## config.mk

```make
export PLATFORM = sky130hd
export DESIGN_NAME = id_stage_sb
export DESIGN_NICKNAME = d
export VERILOG_FILES = /design/src/rtl/id_stage_sb.sv
export SDC_FILE = /design/constraint.sdc
export NUM_CORES = 1
export LEC_CHECK = 0
export BUFFER_PORTS_ARGS = -buffer_cell sky130_fd_sc_hd__buf_2
export CORE_ASPECT_RATIO = 1.75
export CORE_MARGIN = 10
export CORE_UTILIZATION = 50
export CTS_CLUSTER_DIAMETER = 30
export DETAILED_ROUTE_END_ITERATION = 8
export MAX_ROUTING_LAYER = met4
export PLACE_DENSITY = 0.8
export RECOVER_POWER = 50
export SLEW_MARGIN = 20
export SYNTH_ARGS = -nofsm -noshare
export SYNTH_HDL_FRONTEND = slang
export SYNTH_SLANG_ARGS = --single-unit
```

## constraint.sdc

```tcl
create_clock -name clk -period 2.1 [get_ports clk]
set_input_delay 0.105 -clock clk [delete_from_list [all_inputs] [get_ports clk]]
set_output_delay 0.105 -clock clk [all_outputs]
set_load 0.05 [all_outputs]
```

## src/rtl/id_stage_sb.sv

```systemverilog
// id_stage_sb: instruction-decode stage between IF and EX.
// Decodes the 7-bit opcode, reads rd/rs from an internal N_REG x W_DATA register
// file and tracks outstanding destination writes with a per-register busy bit.
// Valid/ready handshakes on both sides; flush_i kills the input and the output register.
// Optional feature macro: ID_WB_BYPASS_EN -- forwards a same-cycle write-back into
// the hazard check and the operand read so a dependent instruction issues without
// waiting for the register-file update.
module id_stage_sb #(
  parameter int W_DATA = 32,
  parameter int W_PC   = 16,
  parameter int N_REG  = 16
) (
  input  logic              clk,
  input  logic              rst,
  input  logic [31:0]       inst_i,
  input  logic              inst_valid_i,
  output logic              inst_ready_o,
  input  logic [W_PC-1:0]   pc_value_i,
  input  logic              flush_i,
  input  logic              wb_i,
  input  logic [3:0]        wb_r_i,
  input  logic [W_DATA-1:0] wb_data_i,
  input  logic              ex_ready_i,
  output logic              ex_valid_o,
  output logic [5:0]        ctrl_o,
  output logic              immf_o,
  output logic [W_DATA-1:0] imm_value_o,
  output logic [W_DATA-1:0] rd_value_o,
  output logic [W_DATA-1:0] rs_value_o,
  output logic [W_PC-1:0]   pc_value_o,
  output logic [6:0]        opcode_o,
  output logic [3:0]        rd_addr_o,
  output logic              rsv_o,
  output logic              und_o
);

  localparam int         W_ADDR  = (N_REG > 1) ? $clog2(N_REG) : 1;
  localparam logic [4:0] N_REG_L = 5'(N_REG);
  localparam logic [6:0] OPC_NOP = 7'b0011110;

  // ctrl bit positions: {inte, logic, shift, ld, st, br}
  localparam int C_INTE  = 5;
  localparam int C_LOGIC = 4;
  localparam int C_SHIFT = 3;
  localparam int C_LD    = 2;
  localparam int C_ST    = 1;
  localparam int C_BR    = 0;

  typedef struct packed {
    logic              valid;
    logic [5:0]        ctrl;
    logic              immf;
    logic [W_DATA-1:0] imm;
    logic [W_DATA-1:0] rd_val;
    logic [W_DATA-1:0] rs_val;
    logic [W_PC-1:0]   pc;
    logic [6:0]        opc;
    logic [3:0]        rd;
    logic              rsv;
    logic              und;
  } issue_t;

  function automatic issue_t bubble();
    issue_t b;
    b     = '0;
    b.opc = OPC_NOP;
    return b;
  endfunction

  // Addresses at or above N_REG read as zero, are never busy and are never written.
  function automatic logic in_range(input logic [3:0] a);
    return {1'b0, a} < N_REG_L;
  endfunction

  // Instruction fields
  logic [6:0]  opc;
  logic        immf;
  logic [3:0]  rd_f;
  logic [3:0]  rs_f;
  logic [15:0] imm_f;
  assign opc   = inst_i[31:25];
  assign immf  = inst_i[24];
  assign rd_f  = inst_i[23:20];
  assign rs_f  = inst_i[19:16];
  assign imm_f = inst_i[15:0];

  logic              rd_ok, rs_ok, wb_ok;
  logic [W_ADDR-1:0] rd_idx, rs_idx, wb_idx;
  assign rd_ok  = in_range(rd_f);
  assign rs_ok  = in_range(rs_f);
  assign wb_ok  = wb_i & in_range(wb_r_i);
  assign rd_idx = rd_f[W_ADDR-1:0];
  assign rs_idx = rs_f[W_ADDR-1:0];
  assign wb_idx = wb_r_i[W_ADDR-1:0];

  logic [W_DATA-1:0] regfile [N_REG];
  logic [N_REG-1:0]  busy;
  issue_t            out_q;
  issue_t            issue_d;

  logic [5:0]        d_ctrl;
  logic              d_defined, d_rsv, d_und, d_uses;
  logic [W_DATA-1:0] d_imm;

  // Opcode decode into class bits, reservation and immediate extension.
  // NOTE: every signal written here gets a default first so no path leaves it unassigned (no latch).
  always_comb begin
    d_ctrl    = '0;
    d_defined = 1'b1;
    casez (opc)
      7'b0000???:                                      d_ctrl[C_INTE]  = 1'b1;
      7'b0001000, 7'b0001001, 7'b0001010,
      7'b0001100, 7'b0001101:                          d_ctrl[C_SHIFT] = 1'b1;
      7'b00100??:                                      d_ctrl[C_LOGIC] = 1'b1;
      7'b001011?:                                      d_ctrl          = '0;  // set class
      7'b0011000:                                      d_ctrl[C_LD]    = 1'b1;
      7'b0011001:                                      d_ctrl[C_ST]    = 1'b1;
      7'b001110?:                                      d_ctrl[C_BR]    = 1'b1;
      7'b001111?:                                      d_ctrl          = '0;  // nop-type
      default:                                         d_defined       = 1'b0;
    endcase
    d_rsv  = d_defined & (opc != 7'b0000100) & (opc[6:2] != 5'b00111);
    d_und  = ~d_defined;
    d_uses = d_ctrl[C_INTE] | d_ctrl[C_LOGIC] | d_ctrl[C_SHIFT] |
             d_ctrl[C_LD] | d_ctrl[C_ST] | d_rsv;
    if (d_ctrl[C_SHIFT]) d_imm = {{(W_DATA-16){1'b0}}, imm_f};
    else                 d_imm = {{(W_DATA-16){imm_f[15]}}, imm_f};
  end

  logic              busy_rd, busy_rs, hazard, accept;
  logic [W_DATA-1:0] rd_val, rs_val;

  // Operand read and hazard detection, optionally bypassing the current write-back.
  always_comb begin
    busy_rd = rd_ok & busy[rd_idx];
    busy_rs = rs_ok & busy[rs_idx];
    rd_val  = rd_ok ? regfile[rd_idx] : '0;
    rs_val  = rs_ok ? regfile[rs_idx] : '0;
`ifdef ID_WB_BYPASS_EN
    if (wb_ok && (wb_r_i == rd_f)) begin
      busy_rd = 1'b0;
      rd_val  = wb_data_i;
    end
    if (wb_ok && (wb_r_i == rs_f)) begin
      busy_rs = 1'b0;
      rs_val  = wb_data_i;
    end
`endif
    hazard = d_uses & (busy_rd | (~immf & busy_rs));
  end

  assign inst_ready_o = (~hazard & (~out_q.valid | ex_ready_i)) | flush_i;
  assign accept       = inst_valid_i & inst_ready_o & ~flush_i;

  // Assemble the would-be output register contents for an accepted instruction.
  always_comb begin
    issue_d        = bubble();
    issue_d.valid  = 1'b1;
    issue_d.ctrl   = d_ctrl;
    issue_d.immf   = immf;
    issue_d.imm    = d_imm;
    issue_d.rd_val = rd_val;
    issue_d.rs_val = rs_val;
    issue_d.pc     = pc_value_i;
    issue_d.opc    = opc;
    issue_d.rd     = rd_f;
    issue_d.rsv    = d_rsv;
    issue_d.und    = d_und;
  end

  // Output register: flush > accept > consume-to-bubble > hold.
  // NOTE: sequential state uses non-blocking assignments so every register samples pre-edge values.
  always_ff @(posedge clk or negedge rst) begin
    if (!rst)                  out_q <= bubble();
    else if (flush_i)          out_q <= bubble();
    else if (accept)           out_q <= issue_d;
    else if (ex_ready_i)       out_q <= bubble();
  end

  // Scoreboard: write-back clears, an accepted reserving instruction sets (set wins).
  always_ff @(posedge clk or negedge rst) begin
    if (!rst) begin
      busy <= '0;
    end else begin
      if (wb_ok)                    busy[wb_idx] <= 1'b0;
      if (accept && d_rsv && rd_ok) busy[rd_idx] <= 1'b1;
    end
  end

  // Register file write port.
  // NOTE: this storage is architecturally required to clear on reset, so it is built from resettable flops rather than RAM.
  always_ff @(posedge clk or negedge rst) begin
    if (!rst) begin
      for (int i = 0; i < N_REG; i++) regfile[i] <= '0;
    end else if (wb_ok) begin
      regfile[wb_idx] <= wb_data_i;
    end
  end

  assign ex_valid_o  = out_q.valid;
  assign ctrl_o      = out_q.ctrl;
  assign immf_o      = out_q.immf;
  assign imm_value_o = out_q.imm;
  assign rd_value_o  = out_q.rd_val;
  assign rs_value_o  = out_q.rs_val;
  assign pc_value_o  = out_q.pc;
  assign opcode_o    = out_q.opc;
  assign rd_addr_o   = out_q.rd;
  assign rsv_o       = out_q.rsv;
  assign und_o       = out_q.und;

endmodule

```

-- After elaboration in Yosys (flattened, before gate mapping)
Cells that the tools add are included.
- logic and storage cells: 114
- bits of input ports: 90
- output and inout bits: 134
- bits in registers: 661
- equal/unequal tests: 13
- multiplexer cells: 30
- order comparisons: 9
- bitwise gates (word level): 26
- reductions and logical operators: 8
- operators by type and width (operator ; number):
    512-bit bitwise mux ; 1
    133-bit 2-to-1 mux ; 3
    32-bit binary-select mux with 4-bit select ; 2
    32-bit 2-to-1 mux ; 6
    32-bit demux with 4-bit select ; 1
    7-bit by 4-bit == test with 1-bit output, second input constant ; 5
    16-bit 2-to-1 mux ; 2
    6-bit by 4-bit == test with 1-bit output, second input constant ; 3
    16-bit AND ; 1
    16-bit NOT ; 1
    16-bit OR ; 1
    5-bit >= comparator, second input constant ; 3
    4-bit by 5-bit less-than comparator with 1-bit output, second input constant ; 3
    4-bit NOT with 5-bit output ; 3
    7-bit by 5-bit == test with 1-bit output, second input constant ; 2
    12-bit OR reduction ; 1
    1-bit 2-to-1 mux ; 11
    1-bit binary-select mux with 4-bit select ; 2
    1-bit demux with 4-bit select ; 2
    4-bit by 1-bit >= comparator with 1-bit output, second input constant ; 2
    1-bit OR ; 8
    1-bit AND ; 7
    7-bit by 3-bit inequality test with 1-bit output, second input constant ; 1
    5-bit by 3-bit == test with 1-bit output, second input constant ; 1
    other kinds (7) ; 14

-- Longest topological paths before layout
- word-level depth: 15
- depth in mapped cells: 9

-- Worst setup path after synthesis
OpenSTA, ideal clock, no wires.
- path type: reg2out
- start: reg busy[11]
- end: out inst_ready_o
- path buffers: 2
- data arrival time: 2.684 ns
- cell stages (with the launch flop): 8
- required time: 1.995 ns
- setup slack: -0.689 ns
- cell sequence: dfrtp_1 > mux4_2 > nand3b_1 > and4_4 > a31oi_4 > buf_2 > buf_6 > a21boi_0
- cells in the longest elaborated chain, start to end: 8
- elaborated cells on any way between the ends: 10
- those cells by class: mux: 4; bitwise: 6
- RTL lines (element ; RTL line ; RTL):
    start: declaration ; 97 ; logic [N_REG-1:0] busy;
    start signal: assignment ; 183 ; busy <= '0;
    start signal: indexed assignment ; 185 ; if (wb_ok) busy[wb_idx] <= 1'b0;
    start signal: indexed assignment ; 186 ; if (accept && d_rsv && rd_ok) busy[rd_idx] <= 1'b1;
    1-bit binary-select mux with 4-bit select ; 136 ; busy_rs = rs_ok & busy[rs_idx];
    1-bit 2-to-1 mux (not written as such) ; 136 ;
    1-bit AND ; 149 ; hazard = d_uses & (busy_rd | (~immf & busy_rs));
    1-bit OR * ; 149 ;
    1-bit AND * ; 149 ;
    1-bit NOT * ; 152 ; assign inst_ready_o = (~hazard & (~out_q.valid | ex_ready_i)) | flush_i;
    1-bit AND * ; 152 ;
    1-bit OR * ; 152 ;
    end: declaration ; 17 ; output logic inst_ready_o,
Every way passes the cells marked *; elsewhere a longest branch is shown, timed or not. The select of a mux whose other input is x is not followed.

-- Final worst setup path
- start: reg busy[9]
- end: reg out_q (netlist bit rs_value_o[7])
- cells in the longest elaborated chain, start to end: 12
- elaborated cells on any way between the ends: 15
- those cells by class: mux: 6; bitwise: 8; reduce/logical: 1
- RTL lines (element ; RTL line ; RTL):
    1-bit binary-select mux with 4-bit select ; 136 ;
    1-bit 2-to-1 mux (not written as such) ; 136 ;
    1-bit AND ; 149 ;
    1-bit OR * ; 149 ;
    1-bit AND * ; 149 ;
    1-bit NOT * ; 152 ;
    1-bit AND * ; 152 ;
    1-bit OR * ; 152 ;
    1-bit AND * (2 in series) ; 153 ; assign accept = inst_valid_i & inst_ready_o & ~flush_i;
    133-bit 2-to-1 mux ; 176 ; else if (accept) out_q <= issue_d;
    133-bit 2-to-1 mux ; 175 ; else if (flush_i) out_q <= bubble();
    end signal: assignment ; 175 ;
    end signal: assignment ; 176 ;
    end signal: assignment ; 177 ; else if (ex_ready_i) out_q <= bubble();
    end: declaration ; 98 ; issue_t out_q;
Marked as above.
A chain may end at the register's enable or synchronous reset.

==> results by group <==
Route
  – Post-route ant nets: 0
  – 1st-iter DRT viols: 2240
  – Detailed Routing Iterations Pass 1: 5
  – Via-per-instance ratio: 6.640
  – DRT Wirelength: 98600 um
  – Drt drc: 0
  – Via Count: about 22000
  – Routed len/inst: roughly 29 um

Worst setup path
  – Max FO, Critical Path: 12
  – WP data required: 2.60 ns
  – Worst flop-to-flop path startpoint: busy[9]
  – CP Capture Point: rs_value_o[7]
  – Crit path DAT: 3.05 ns
  – Worst R2R Setup Slack: -0.45 ns
  – CP Capture Type: register
  – Critical Path Source Type: register
  – RR Endpoint: rs_value_o[7]
  – CP peak stage delay: approximately 0.47 ns
  – Crit path cell chain: mux4_2, nand3b_1, and4_4, a31oi_4, buf_4, buf_4, nor2_4, buf_12, buf_12, buf_16, o22ai_1
  – Reg2reg path depth: 11
  – Critical path type: reg -> reg
  – Slowest CP cell: mux4_2
  – Worst Setup SP: busy[9]

Power and ir drop
  – Switching share of power: between 20 and 30%
  – LEAKAGE: ~17 nW
  – Pwr dens: about 1000 nW/um^2
  – Power, Total: between 40 and 50 mW
  – Seq pwr share: 41.2%
  – Max VDD drop: 757.2 uV
  – Power share of the combinational group: between 20% and 30%
  – Total net switching power: 11.81 mW
  – Clock power frac: 37.2%
  – Pint: approximately 29 mW

GRT
  – Global-route wire length before repair: between 100000 and 150000 um
  – Largest net degree at the start of global routing: 86
  – Grt ovf: 0
  – Number of global-route vias before repair: 24350
  – Antenna violations before repair: 5
  – GRT Total Usage: between 20% and 30%

Min path
  – Hold_sp: inst_i[26]
  – Class of the worst hold path: in -> reg

Die
  – Initial core utilization: 50.57%
  – Die Wd: 213.0 um
  – Core area: 64480 um^2
  – IO Pins: 224
  – # rows: 123
  – Die height: 357.8 um
  – Die Footprint: 76230 um^2

Timing
  – # setup viols final: 144
  – Fin worst setup slack: -0.4458 ns
  – Max-slew violations: between 100 and 150
  – Final Hold Viols: 0
  – Fmax achieved: 0.3928 GHz
  – Final worst path period need: 2.546 ns
  – Tcrit/Tclk final: 121.2%
  – Setup TNS Final: -47.46 ns
  – Setup clock skew after layout: 0.02286 ns
  – Hold Slack: slightly below 0.07 ns
  – Worst-margin pin slew: roughly 1.9 ns
  – Slew margin rel.: -24.32%
  – RSZ-0062 raised after global routing: true

Clock tree
  – CTS tree: built
  – Clock sinks: 646
  – CTS buffer count: 84
  – Clk_lat worst skew: 0.64 ns
  – CTS Buffer Depth: 3
  – H-Tree Depth: 3
  – Root Buffer: clkbuf_16
  – Clk pin slew, worst setup/hold paths: 0.06 ns

Cells and area
  – Fin cells: approximately 3400
  – Fillers: 4407
  – Share of layout cells above drive strength 1: 55.07%
  – Design area: 39780 um^2
  – Final Core Density: 61.70%
  – Area grow syn2layout: 22.01%
  – Nets@finish: 2574

Logic synthesis
  – Area leader, netlist: dfrtp_1
  – Syn Nets: 2258
  – Post-Synthesis Cells: 2168
  – Seq/Total Area, Yosys: 49.59%
  – Top cell type's share of synthesized area: 49.27%
  – Yosys reg bits: 646
  – Yosys warnings: 0
  – Primary FF master, synth: dfrtp_1
  – Top cells by area, synth: dfrtp_1 (49%), mux4_2 (23%), mux2_2 (18%), nand2_1 (2.6%), o22ai_1 (2.0%)
  – Yosys cell types: 47
  – Fraction of registers with async set/reset: 100.0%
  – Mean Syn Cell Area: 15.04 um^2
  – Synthesized cell area: 32610 um^2
  – Post-synth EDFFs: 0

Placement
  – Buffers added on ports: about 220
  – Placement Setup Slack: -0.1934 ns
  – Post-DP HPWL: a little under 60000 um
  – Placer Congestion: 0.8515
  – Placed Area: between 30000 and 40000 um^2
  – Dpl cells: 3106

Status
  – Failing checks: max-capacitance violations, max-slew violations, negative setup slack
  – Status: complete, but fails checks

Run
  – MaxCap Viol Count: 3
==> power by group through the flow <==
stage	logic (mW)	registers (mW)	clock network [mW]
finish	8.84	16.9	15.3
global route	9.31	17.2	15.9
CTS	8.88	16.8	15.4
detailed placement	8.55	17.0	0
global placement	8.19	16.6	0
floorplan	5.79	17.0	0
==> flip-flops by register name (all words and copies together), names as in the netlist <==
name         flops
regfile        512
rd_value_o      32
rs_value_o      32
imm_value_o     17
busy            16
pc_value_o      16
opcode_o         7
ctrl_o           6
rd_addr_o        4
ex_valid_o       1
immf_o           1
rsv_o            1
und_o            1
==> cells by family after synthesis <==
| logic type | synth area share, % |
|---|---|
| AOI/OAI and AO/OA | 3.012 |
| buffers and inverters | 3.104 |
| DFF | 49.59 |
| muxes | 40.48 |
| and+or+nand+nor | 3.810 |
==> critical path, delay by kind of cell (launching register included) <==
family                 cells  cell delay, ns
muxes                      1            0.47
and+or+nand+nor            3            0.57
AOI/OAI and AO/OA          2            0.17
buffers and inverters      5            0.81
DFF                        1            0.40
==> repair_timing <==
item	in CTS	in global routing
pin swaps	10	8
gates cloned	7	1
setup endpoints to repair	121	133
endpoints found under the hold margin	1119	0
hold buffers	83	0
gates resized for setup	49	12
buffers inserted	13	2
==> per-layer routing <==
layer  up-vias  share of wire, %  track usage [%]
li1       8947                 -                -
met1     11910                35            30.03
met2      1183                52            44.02
met3       345               7.5            5.166
met4         0               5.7            14.67
met5         -                 0                -
==> placed cells by master, fill, tap and decap left out, types with 14 or more instances in the layout <==
master	netlist	layout
inv_6	0	14
buf_4	21	61
buf_2	38	219
dfrtp_1	642	642
mux2_2	515	515
mux4_2	326	326
clkbuf_16	0	88
buf_12	0	53
nand2_1	223	222
dlygate4sd3_1	0	83
o22ai_1	106	106
==> cell usage after synthesis (2+ instances only) <==
cell type	instances
a22oi_1	2
nor4_1	3
nand4bb_1	2
or2_2	2
nand2_1	223
nand2b_1	11
buf_1	33
o22ai_1	106
nand3_1	6
dfstp_2	4
or3_1	3
and3_1	2
a32o_1	2
nand3b_1	9
mux2_2	515
nor2b_1	2
o21ai_2	3
buf_4	21
buf_6	2
nor2_1	20
a21oi_1	3
clkbuf_1	131
mux2i_1	6
o21ai_0	22
mux4_2	326
buf_2	38
inv_1	7
dfrtp_1	642
o21ai_1	2
o31ai_1	3
==> layout make-up <==
type / instances / area (um^2) / area share (%)
clock buffers: 99 / 2323 / 5.840
multi-input cells: 1291 / 15640 / 39.32
flip-flops and latches: 646 / 16170 / 40.65
inverters: 7 / 26.28 / 0.06604
repair buffers: 454 / 3891 / 9.781
well taps: 812 / 1016 / 2.554
diodes: 6 / 15.01 / 0.03774
clock inverters: 56 / 698.2 / 1.755
==> worst min-delay path by stage <==
stage,endpoint,slack (ns),cells past startpoint
6_report,und_o,0.07,5
5_1_grt,imm_value_o[8],0.10,4
4_1_cts,und_o,0.01,5
3_5_place_dp,regfile[165],0.03,1
3_3_place_gp,regfile[135],0.02,1
2_1_floorplan,busy[0],-0.19,0
No activity file was read; power rests on OpenSTA's default activity.
